File: config.mk
export PLATFORM = sky130hd
export DESIGN_NAME = three
export DESIGN_NICKNAME = d
export VERILOG_FILES = /design/src/rtl/three.sv
export SDC_FILE = /design/constraint.sdc
export NUM_CORES = 1
export LEC_CHECK = 0
export ABC_AREA = 1
export ABC_CLOCK_PERIOD_IN_PS = 1000
export BUFFER_PORTS_ARGS = -buffer_cell sky130_fd_sc_hd__buf_2
export CAP_MARGIN = 25
export CORE_MARGIN = 5
export CORE_UTILIZATION = 25
export CTS_BUF_LIST = sky130_fd_sc_hd__clkbuf_4 sky130_fd_sc_hd__clkbuf_8
export DETAILED_ROUTE_END_ITERATION = 7
export PLACE_DENSITY = 0.42
export SLEW_MARGIN = 15
export SYNTH_ARGS = -nofsm -noshare
export SYNTH_HDL_FRONTEND = slang
export SYNTH_SLANG_ARGS = --single-unit
File: constraint.sdc
create_clock -name clk -period 1 [get_ports clk]
set_clock_uncertainty 0.15 [all_clocks]
set_input_delay 0.2 -clock clk [delete_from_list [all_inputs] [get_ports clk]]
set_output_delay 0.2 -clock clk [all_outputs]
set_load 0.005 [all_outputs]
File: src/rtl/three.sv
// Registered 3-input equality/majority/parity with saturating run counter.
// Optional THREE_STATS_EN adds a saturating mismatch counter with sync clear.
module three #(
   parameter int CNT_W = 8
) (
   input  logic             clk,
   input  logic             rst_n,
   input  logic             x,
   input  logic             y,
   input  logic             z,
   output logic             o,
   output logic             maj,
   output logic             par,
   output logic [2:0]       odd_mask,
   output logic [CNT_W-1:0] run_cnt,
   output logic             o_vld
`ifdef THREE_STATS_EN
   ,
   input  logic             stats_clr,
   output logic [CNT_W-1:0] mis_cnt
`endif
);

   localparam logic [CNT_W-1:0] CNT_MAX = {CNT_W{1'b1}};

   logic             sync1_q;
   logic             sync2_q;
   logic             rst_sync_n;

   logic             eq_d;
   logic             maj_d;
   logic             par_d;
   logic [2:0]       odd_d;
   logic [CNT_W-1:0] run_d;

   logic             o_q;
   logic             maj_q;
   logic             par_q;
   logic [2:0]       odd_q;
   logic [CNT_W-1:0] run_q;
   logic             vld_q;

   // Assert asynchronously, release two edges after rst_n rises
   always_ff @(posedge clk or negedge rst_n) begin
      if (!rst_n) begin
         sync1_q <= 1'b0;
         sync2_q <= 1'b0;
      end else begin
         sync1_q <= 1'b1;
         sync2_q <= sync1_q;
      end
   end

   assign rst_sync_n = sync2_q;

   always_comb begin
      eq_d  = (x & y & z) | ~(x | y | z);
      maj_d = (x & y) | (x & z) | (y & z);
      par_d = x ^ y ^ z;
      odd_d = {z, y, x} ^ {3{maj_d}};
      run_d = '0;
      if (eq_d) begin
         run_d = (run_q == CNT_MAX) ? run_q : run_q + CNT_W'(1);
      end
   end

   always_ff @(posedge clk or negedge rst_sync_n) begin
      if (!rst_sync_n) begin
         o_q   <= 1'b0;
         maj_q <= 1'b0;
         par_q <= 1'b0;
         odd_q <= 3'b000;
         run_q <= '0;
         vld_q <= 1'b0;
      end else begin
         o_q   <= eq_d;
         maj_q <= maj_d;
         par_q <= par_d;
         odd_q <= odd_d;
         run_q <= run_d;
         vld_q <= 1'b1;
      end
   end

   assign o        = o_q;
   assign maj      = maj_q;
   assign par      = par_q;
   assign odd_mask = odd_q;
   assign run_cnt  = run_q;
   assign o_vld    = vld_q;

`ifdef THREE_STATS_EN
   logic [CNT_W-1:0] mis_d;
   logic [CNT_W-1:0] mis_q;

   always_comb begin
      mis_d = mis_q;
      if (stats_clr) begin
         mis_d = '0;
      end else if (!eq_d && mis_q != CNT_MAX) begin
         mis_d = mis_q + CNT_W'(1);
      end
   end

   always_ff @(posedge clk or negedge rst_sync_n) begin
      if (!rst_sync_n) begin
         mis_q <= '0;
      end else begin
         mis_q <= mis_d;
      end
   end

   assign mis_cnt = mis_q;
`endif

endmodule

==> results.sh <==
export IMPL_gp_congestion=0.770
export IMPL_yosys_area_share_simple_pct=23.9
export IMPL_synthMuxAreaShare_pct=0
export IMPL_synth_ff_latch_count=17
export IMPL_tns_ps=-4980
export IMPL_synth_compound_area_share_pct=6.34
export IMPL_rsz0062_at_grt="yes"
export IMPL_period_minus_slack_ps=1320
export IMPL_fin_ws_ps=-316
export IMPL_drtIter0Drc=28
export IMPL_wl_met2_um=832
export IMPL_final_util_pct=39.8
export IMPL_gr_total_overflow=0
export IMPL_drtAntennaViolNets=0
export IMPL_stdcell_area_um2=1210
export IMPL_first_global_vias=670
export IMPL_route_vias_total=674
export IMPL_regToRegSetupSlack_ps=-320
export IMPL_die_area_um2=4380
export IMPL_p_total_mw=1.28
export IMPL_arrival_ps=1350
export IMPL_criticalPathCategory="register to register"
export IMPL_setup_violations=23
export IMPL_nets=136
export IMPL_grt_max_degree=11
export IMPL_r2r_end="run_cnt[4]"
export IMPL_dp_cells=159
export IMPL_cts_path_max_buffers=2
export IMPL_cap_violations=0
export IMPL_hold_class="register to asynchronous set/reset pin"
export IMPL_drt_total_wl_mm=1.66
export IMPL_violations="hold timing, setup timing"
export IMPL_p_leak_nw=0.633
export IMPL_reg2reg_from="run_cnt[1]"
export IMPL_start_kind="register"
export IMPL_status="complete, but fails checks"
export IMPL_synth_area_um2=790
export IMPL_cts_tree="done"
export IMPL_design_core_area_um2=3050
export IMPL_dp_hpwl_mm=1.30
export IMPL_synth_cells=80
export IMPL_cts_clk_slew_worst_paths_ps=100
export IMPL_grt_usage_pct=8.85
export IMPL_grt_first_pass_wirelength_mm=2.95
export IMPL_end_kind="register"
export IMPL_die_h_um=66.2
export IMPL_ios=20
export IMPL_clkSinkCount=17
export IMPL_dpl_worst_slack_ps=-329
export IMPL_io_buffers=19
export IMPL_wl_met1_um=703
export IMPL_maxSlewViolCount=0
export IMPL_wl_met3_um=109
export IMPL_whs_ps=-25.7
export IMPL_synth_top_family_by_area="simple AND/OR/NAND/NOR gates"
export IMPL_num_rows=20
export IMPL_cts_root_buf="clkbuf_4"
export IMPL_numCtsBuffers=3
export IMPL_highest_layer="met4"
export IMPL_vias_per_cell=3.96
export IMPL_area_growth_pct=53.7
export IMPL_r2r_cells=6
export IMPL_fin_crit_sh_pct=132
export IMPL_clk_latency_ps=280
export IMPL_wl_per_cell_um=9.75
export IMPL_ir_drop_mv=0.634
export IMPL_fmax_mhz=760
export IMPL_placed_area_um2=1090
export IMPL_yosysSeqAreaShare_pct=53.9
export IMPL_stdcell_count=170
export IMPL_avgSynthCellArea_um2=9.87
export IMPL_synth_xor_area_share_pct=3.33
export IMPL_power_density_nw_per_um2=1060
export IMPL_start_util_pct=25.9
export IMPL_hold_viol_final=5
export IMPL_antenna_found_initial=0
export IMPL_yosysUniqueCellTypes=18
export IMPL_cp_max_fo=4
export IMPL_drive_above_1_share_pct=48.4
export IMPL_n_antenna_cell=0
export IMPL_dr_pass1_iters=4
export IMPL_cp_required_ps=1030
export IMPL_ys_warn_count=0
export IMPL_drc=0
export IMPL_h_tree_depth=1
export IMPL_fp_dieW_um=66.2
export IMPL_synth_fa_ha_area_share_pct=7.29
==> critical path, cell delays in order, from the launching register on <==
cell     delay, ps
dfrtp_1        390
ha_2           210
nand2_4         80
nor2_4          60
or2_4          230
nand3_2         50
nand2_1         40
==> layout make-up <==
type,instances,area [µm²]
well taps,44,55.1
clock buffers,3,22.5
clock inverters,1,5.00
fillers,336,1840
flip-flops and latches,17,427
inverters,10,40.0
repair buffers,41,299
multi-input cells,54,365
==> flip-flops by register name (all words and copies together), names as in the netlist <==
name,cells
maj,1
o,1
o_vld,1
odd_mask,3
par,1
rst_sync_n,1
run_cnt,8
sync1_q,1
==> worst max path at each step <==
| stage | startpoint | endpoint | slack (ps) | cells past startpoint |
|---|---|---|---|---|
| floorplan | run_cnt[1] | run_cnt[4] | -330 | 6 |
| global placement | x | odd_mask[2] | -330 | 4 |
| detailed placement | x | odd_mask[1] | -330 | 4 |
| CTS | run_cnt[1] | run_cnt[1] | -310 | 2 |
| global route | run_cnt[1] | run_cnt[6] | -410 | 7 |
| finish | run_cnt[1] | run_cnt[4] | -320 | 6 |
==> cells in the mapped netlist <==
library cell | number | area (µm²)
a21oi_2 | 1 | 8.76
conb_1 | 1 | 3.75
dfrtp_1 | 17 | 425
fa_1 | 1 | 20.0
ha_1 | 3 | 37.5
inv_1 | 10 | 37.5
nand2_1 | 19 | 71.3
nand2_2 | 1 | 6.26
nand3_1 | 10 | 50.1
nand3_4 | 1 | 17.5
nand4_1 | 1 | 6.26
nor2_1 | 5 | 18.8
nor2_2 | 2 | 12.5
o21ai_2 | 2 | 17.5
o21ai_4 | 1 | 16.3
o21bai_1 | 1 | 7.51
or2_2 | 1 | 6.26
xor2_1 | 3 | 26.3
==> repair_timing <==
action,in CTS,in global routing
endpoints found under the setup margin,26,23
hold buffers,1,0
gates resized for setup,9,4
hold endpoints to repair,7,0
pin swaps,7,7
setup buffers,6,0
==> cell families (layout without fill, tap and decap cells) <==
kind of cell / Yosys count / count (layout)
and+or+nand+nor: 40 / 40
AOI/OAI and AO/OA: 5 / 5
buffers and inverters: 10 / 55
other: 1 / 2
xor gates and xnor gates: 3 / 3
DFF: 17 / 17
adders and majority gates: 4 / 4
==> cell usage in the layout (no fill, tap or decap), types with 2 or more instances in the layout <==
cell	count
dfrtp_1	16
nor2_4	2
nand2_1	17
ha_1	2
nand2_2	2
buf_6	5
xor2_1	3
nand3_1	9
buf_4	17
conb_1	2
buf_2	17
nor2_1	4
o21ai_2	2
inv_1	9
clkbuf_4	3
==> per-layer routing <==
metal	vias up	global-route usage, %
met2	16	14.5
met1	315	10.5
met4	0	3.81
met3	2	2.89
li1	341	-
met5	-	0
==> report_power, final <==
part,switching [mW],total (mW),internal (mW)
logic,0.0847,0.182,0.0969
clock network,0.214,0.363,0.148
registers,0.0154,0.740,0.724
No activity file was read; power rests on OpenSTA's default activity.
